$ cat src/rtl/mem_xfer_pkg.sv
// rtl/mem_xfer_pkg.sv - shared state encoding and defaults for the memory transfer sequencer
package mem_xfer_pkg;

  localparam int ADDR_W_DEF = 3;

  typedef enum logic [2:0] {
    IDLE   = 3'd0,
    CLR    = 3'd1,
    FILL   = 3'd2,
    REWIND = 3'd3,
    RD     = 3'd4,
    WR     = 3'd5,
    DONE   = 3'd6
  } xfer_state_t;

endpackage

$ cat src/rtl/xfer_addr_counter.sv
// rtl/xfer_addr_counter.sv - wrapping address counter with sync clear and increment
module xfer_addr_counter #(
  parameter int ADDR_W = 3
) (
  input  logic              clk,
  input  logic              rst_n,
  input  logic              clr,
  input  logic              inc,
  output logic [ADDR_W-1:0] addr
);

  // clear wins over inc; wraps modulo 2**ADDR_W
  always_ff @(posedge clk or negedge rst_n) begin
    if (!rst_n) begin
      addr <= '0;
    end else if (clr) begin
      addr <= '0;
    end else if (inc) begin
      addr <= addr + ADDR_W'(1);
    end
  end

endmodule

$ cat src/rtl/mem_xfer_sequencer.sv
// rtl/mem_xfer_sequencer.sv - fill memory A then copy A->B through the transfer register
// Optional abort input enabled by MEM_XFER_ABORT_EN.
module mem_xfer_sequencer
  import mem_xfer_pkg::*;
#(
  parameter int ADDR_W = ADDR_W_DEF,
  parameter int LEN_W  = ADDR_W + 1
) (
  input  logic              clk,
  input  logic              rst_n,
  input  logic              start,
`ifdef MEM_XFER_ABORT_EN
  input  logic              abort,
`endif
  input  logic [LEN_W-1:0]  len,
  output logic              busy,
  output logic              done,
  output logic              wea,
  output logic              web,
  output logic              inc_a,
  output logic              inc_b,
  output logic              rstor,
  output logic [ADDR_W-1:0] addr_a,
  output logic [ADDR_W-1:0] addr_b
);

  localparam logic [LEN_W-1:0] DEPTH_L = LEN_W'(2 ** ADDR_W);

  xfer_state_t      state, state_nxt;
  logic [LEN_W-1:0] len_q, cnt, len_cl;
  logic             last_word, clr_a, clr_b, rstor_s, abort_hit;

  assign len_cl    = (len > DEPTH_L) ? DEPTH_L : len;
  assign last_word = (cnt == len_q - LEN_W'(1));

`ifdef MEM_XFER_ABORT_EN
  assign abort_hit = abort && (state == FILL || state == RD || state == WR);
`else
  assign abort_hit = 1'b0;
`endif

  always_ff @(posedge clk or negedge rst_n) begin
    if (!rst_n) begin
      state <= IDLE;
      len_q <= '0;
      cnt   <= '0;
    end else begin
      state <= state_nxt;
      case (state)
        IDLE: begin
          if (start) begin
            len_q <= len_cl;
            cnt   <= '0;
          end
        end
        FILL, WR: cnt <= cnt + LEN_W'(1);
        REWIND:   cnt <= '0;
        default:  ;
      endcase
    end
  end

  always_comb begin
    state_nxt = state;
    wea       = 1'b0;
    web       = 1'b0;
    inc_a     = 1'b0;
    inc_b     = 1'b0;
    clr_a     = 1'b0;
    clr_b     = 1'b0;
    rstor_s   = 1'b0;
    done      = 1'b0;
    case (state)
      IDLE: if (start) state_nxt = CLR;
      CLR: begin
        rstor_s   = 1'b1;
        clr_a     = 1'b1;
        clr_b     = 1'b1;
        state_nxt = (len_q == '0) ? DONE : FILL;
      end
      FILL: begin
        wea       = 1'b1;
        inc_a     = 1'b1;
        state_nxt = last_word ? REWIND : FILL;
      end
      REWIND: begin
        clr_a     = 1'b1;
        state_nxt = RD;
      end
      RD: state_nxt = WR;
      WR: begin
        web       = 1'b1;
        inc_a     = 1'b1;
        inc_b     = 1'b1;
        state_nxt = last_word ? DONE : RD;
      end
      DONE: begin
        done      = 1'b1;
        state_nxt = IDLE;
      end
      default: state_nxt = IDLE;
    endcase
    // the strobes of the aborted cycle still take effect; only the successor changes
    if (abort_hit) state_nxt = DONE;
  end

  assign busy  = (state != IDLE);
  assign rstor = rstor_s | ~rst_n;

  xfer_addr_counter #(.ADDR_W(ADDR_W)) u_cnt_a (
    .clk   (clk),
    .rst_n (rst_n),
    .clr   (clr_a),
    .inc   (inc_a),
    .addr  (addr_a)
  );

  xfer_addr_counter #(.ADDR_W(ADDR_W)) u_cnt_b (
    .clk   (clk),
    .rst_n (rst_n),
    .clr   (clr_b),
    .inc   (inc_b),
    .addr  (addr_b)
  );

endmodule

$ cat config.mk
export PLATFORM = sky130hd
export DESIGN_NAME = mem_xfer_sequencer
export DESIGN_NICKNAME = d
export VERILOG_FILES = /design/src/rtl/mem_xfer_pkg.sv /design/src/rtl/xfer_addr_counter.sv /design/src/rtl/mem_xfer_sequencer.sv
export SDC_FILE = /design/constraint.sdc
export NUM_CORES = 1
export LEC_CHECK = 0
export ABC_CLOCK_PERIOD_IN_PS = 3500
export CAP_MARGIN = 25
export CORE_MARGIN = 1
export CORE_UTILIZATION = 50
export CTS_BUF_LIST = sky130_fd_sc_hd__clkbuf_8
export DETAILED_ROUTE_END_ITERATION = 8
export HOLD_SLACK_MARGIN = 0.03
export MAX_ROUTING_LAYER = met4
export PLACE_DENSITY = 0.82
export SYNTH_ARGS = -nofsm -noshare
export SYNTH_HDL_FRONTEND = slang
export SYNTH_HIERARCHICAL = 1
export SYNTH_SLANG_ARGS = --single-unit
export TNS_END_PERCENT = 10
$ cat constraint.sdc
create_clock -name clk -period 3.5 [get_ports clk]
set_input_delay 0.875 -clock clk [delete_from_list [all_inputs] [get_ports clk]]
set_output_delay 0.875 -clock clk [all_outputs]
set_load 0.02 [all_outputs]
==> flow_metrics.tcl, run 1 <==
set metrics [dict create \
    cts_tree "yes" \
    swShare_pct 43.3 \
    ys_warn_count 6 \
    timing.fmax_mhz 334 \
    reg2regPathDepth 5 \
    synth_edf_count 0 \
    grt_pass1_vias 794 \
    synth_area_mm2 0.00102 \
    start_util_pct 55.9 \
    layout-drive-gt1-share_pct 9.45 \
    holdPathStages 2 \
    synth_ff_type "dfrtp_1" \
    synth.most_common_cell "dfrtp_1" \
    clock_latency_ns 0.25 \
    drc 0 \
    ys_ff_latch 17 \
    num-fill-cells 155 \
    viasPerCell 5.57 \
    synth_fp_nets 119 \
    p_int_w 0.000651 \
    crit_path_end "inc_a" \
    drt-pass1-iter-count 4 \
    antenna_found_initial 0 \
    power_frac_seq_pct 35.0 \
    min_path_type "reg2reg" \
    cap_violations 0 \
    place_hpwl_mm 1.49 \
    synthTopCellsByCount "17 x dfrtp_1, 9 x nand2_1, 9 x nor2_1" \
    worstPathRequired_ns 2.62 \
    cp.arrival_ns 2.12 \
    clk_path_buf_depth 2 \
    cts_setup_buffers 0 \
    cts-buffers-inserted 3 \
    cts.sinks 17 \
    cts_htree_levels 1 \
    timing.rr.end "u_cnt_a/addr[1]$_DFFE_PN0P_" \
    coreArea_mm2 0.00182 \
    clock-root-buffer "clkbuf_8" \
    wl_per_cell_um 13.3 \
    run_status "finished, final reports clean" \
    clk_pin_slew_worst_paths_ns 0.07 \
    chipWidth_um 47.1 \
    hold_buffers 0 \
    cp-startpoint "state[0]$_DFFE_PN0P_" \
    startpoint_type "flop" \
    route.final.wire_length_mm 2.02 \
    worstSetupPathType "reg2out" \
    grt-ovfl-total 0 \
    end_kind "primary output" \
    num_antenna_cells 0 \
    ios 20 \
    r2r_slack_ns 1.89 \
    rows 15 \
    port_buffers 19 \
    grt_setup_unrepaired "false" \
    synth.area.top_cells "dfrtp_1 42%, ha_1 4.9%, xnor2_1 4.3%" \
    chipHeight_um 47.1 \
    max_slew_margin_pct 66.1 \
    synth.top_cell.area_share_pct 41.8 \
    synth_top_cell_by_area "dfrtp_1" \
    clockPowerShare_pct 12.7 \
    cts_resized 0 \
    dpl-instance-area_mm2 0.00122 \
    drt-initial-drc-count 30 \
    setup_violations 0 \
    switching_power_w 0.000498 \
    finalMaxSlewViolations 0 \
    ys_types 34 \
    worstMarginPinSlew_ns 0.508 \
    final_antenna_net_count 0 \
    stdcell_area_mm2 0.00126 \
    p_leak_nw 0.556 \
    die-area_mm2 0.00222 \
    gr-usage-all-layers_pct 23.9 \
    synthArstFlopShare_pct 100 \
    gp_congestion 0.845 \
    syn_to_final_growth_pct 24.4 \
    combPwrFrac_pct 52.3 \
    power_density_mw_per_mm2 909 \
    hold_viol 0 \
    min_period_ns 3.00 \
    via_count 846 \
    setup_tns_ns 0 \
    grt_max_degree 20 \
    synthCells 108 \
    grt_pass1_wl_mm 3.41 \
    skew_ns 0.00253 \
    fin_crit_sh_pct 85.6 \
    synth_area_per_cell_um2 9.42 \
    cp_max_fo 17 \
    synth_seq_area_share_pct 41.8 \
    min-delay-start "len_q[1]$_DFFE_PN0P_" \
    nets 139 \
    timing.rr.start "state[0]$_DFFE_PN0P_" \
    peakVddDrop_mv 0.606 \
]
-- area by class of cell --
type                       instances  area (um^2)  area share [%]
clock buffer                       3         41.3            3.26
sequential                        17          425            33.6
timing repair buffer              21          205            16.2
multi-input combinational         80          539            42.6
clock inverter                     1         3.75           0.297
tap                               25         31.3            2.47
inverter                           5         18.8            1.48
-- flip-flops by register name (all words and copies together), names as in the netlist --
register      cells
state             3
u_cnt_b/addr      3
cnt               4
u_cnt_a/addr      3
len_q             4
-- routing by layer --
metal | track usage, % | vias to the layer above | part of all wire [%]
met5 | - | - | 0
met4 | 14.9 | 0 | 2.9
met3 | 6.15 | 7 | 5.9
met2 | 38.9 | 33 | 49
met1 | 25.7 | 394 | 42
li1 | - | 412 | -
-- placed cells by master (no fill, tap or decap), types with 2 or more instances in the layout --
cell type | Yosys | routed
o31ai_1 | 3 | 3
xor2_1 | 4 | 4
a21bo_2 | 2 | 2
nor2_1 | 9 | 9
dfrtp_1 | 17 | 17
a21oi_1 | 7 | 7
nor3_1 | 2 | 2
mux2i_1 | 3 | 3
nand2b_1 | 5 | 5
xnor2_1 | 5 | 5
nand3b_1 | 3 | 3
nand4_1 | 3 | 3
nand2_1 | 9 | 9
inv_1 | 4 | 5
o21ai_0 | 5 | 5
o21ai_1 | 2 | 2
ha_1 | 4 | 4
clkdlybuf4s50_1 | 0 | 19
clkbuf_8 | 0 | 3
buf_4 | 2 | 2
o22ai_1 | 2 | 2
-- worst max-delay path, stage by stage (launching register included) --
cell	delay (ns)
dfrtp_1	0.65
nand3b_1	0.27
o21ai_1	0.16
buf_4	0.17
clkdlybuf4s50_1	0.61
-- how the worst min path moves through the flow --
stage          slack [ns]                           to
2_1_floorplan        0.47         len_q[1]$_DFFE_PN0P_
3_3_place_gp         0.50         len_q[1]$_DFFE_PN0P_
3_5_place_dp         0.51         len_q[1]$_DFFE_PN0P_
4_1_cts              0.52         len_q[1]$_DFFE_PN0P_
5_1_grt              0.57  u_cnt_b/addr[2]$_DFFE_PN0P_
6_report             0.51         len_q[1]$_DFFE_PN0P_
-- cells by family after synthesis --
| family | share of synthesized area (%) |
|---|---|
| fa+ha+maj | 4.92 |
| xor+xnor | 7.75 |
| buf+inv | 5.16 |
| mux | 4.06 |
| compound gates | 16.1 |
| simple gates | 20.2 |
| flops | 41.8 |
-- per-stage QoR --
| stage | utilization, % | total power (W) | worst slack (ns) | hold WS [ns] | instances |
|---|---|---|---|---|---|
| final | 69.5 | 0.00115 | 0.503 | 0.510 | 152 |
| after global routing | 69.5 | 0.00124 | 0.378 | 0.573 | 152 |
| after CTS | 69.5 | 0.00115 | 0.527 | 0.518 | 152 |
| after detailed placement | 67.0 | 0.00101 | 0.622 | 0.508 | 148 |
| after global placement | 67.0 | 0.000976 | 0.656 | 0.501 | 148 |
| after floorplan | - | 0.000812 | 1.37 | 0.473 | 108 |
-- power by group through the flow --
stage	sequential, W	clock (W)	combinational (W)
2_1_floorplan	0.000368	0	0.000445
3_3_place_gp	0.000399	0	0.000577
3_5_place_dp	0.000404	0	0.000602
4_1_cts	0.000400	0.000150	0.000604
5_1_grt	0.000420	0.000158	0.000663
6_report	0.000402	0.000146	0.000601
Note: power is estimated with default switching activity, not from simulation.
==> run 2: changes to the inputs <==
Settings changed: TNS_END_PERCENT 10 to unset.
==> results of run 2 <==
Final layout, timing and power as in run 1 (identical DEF).
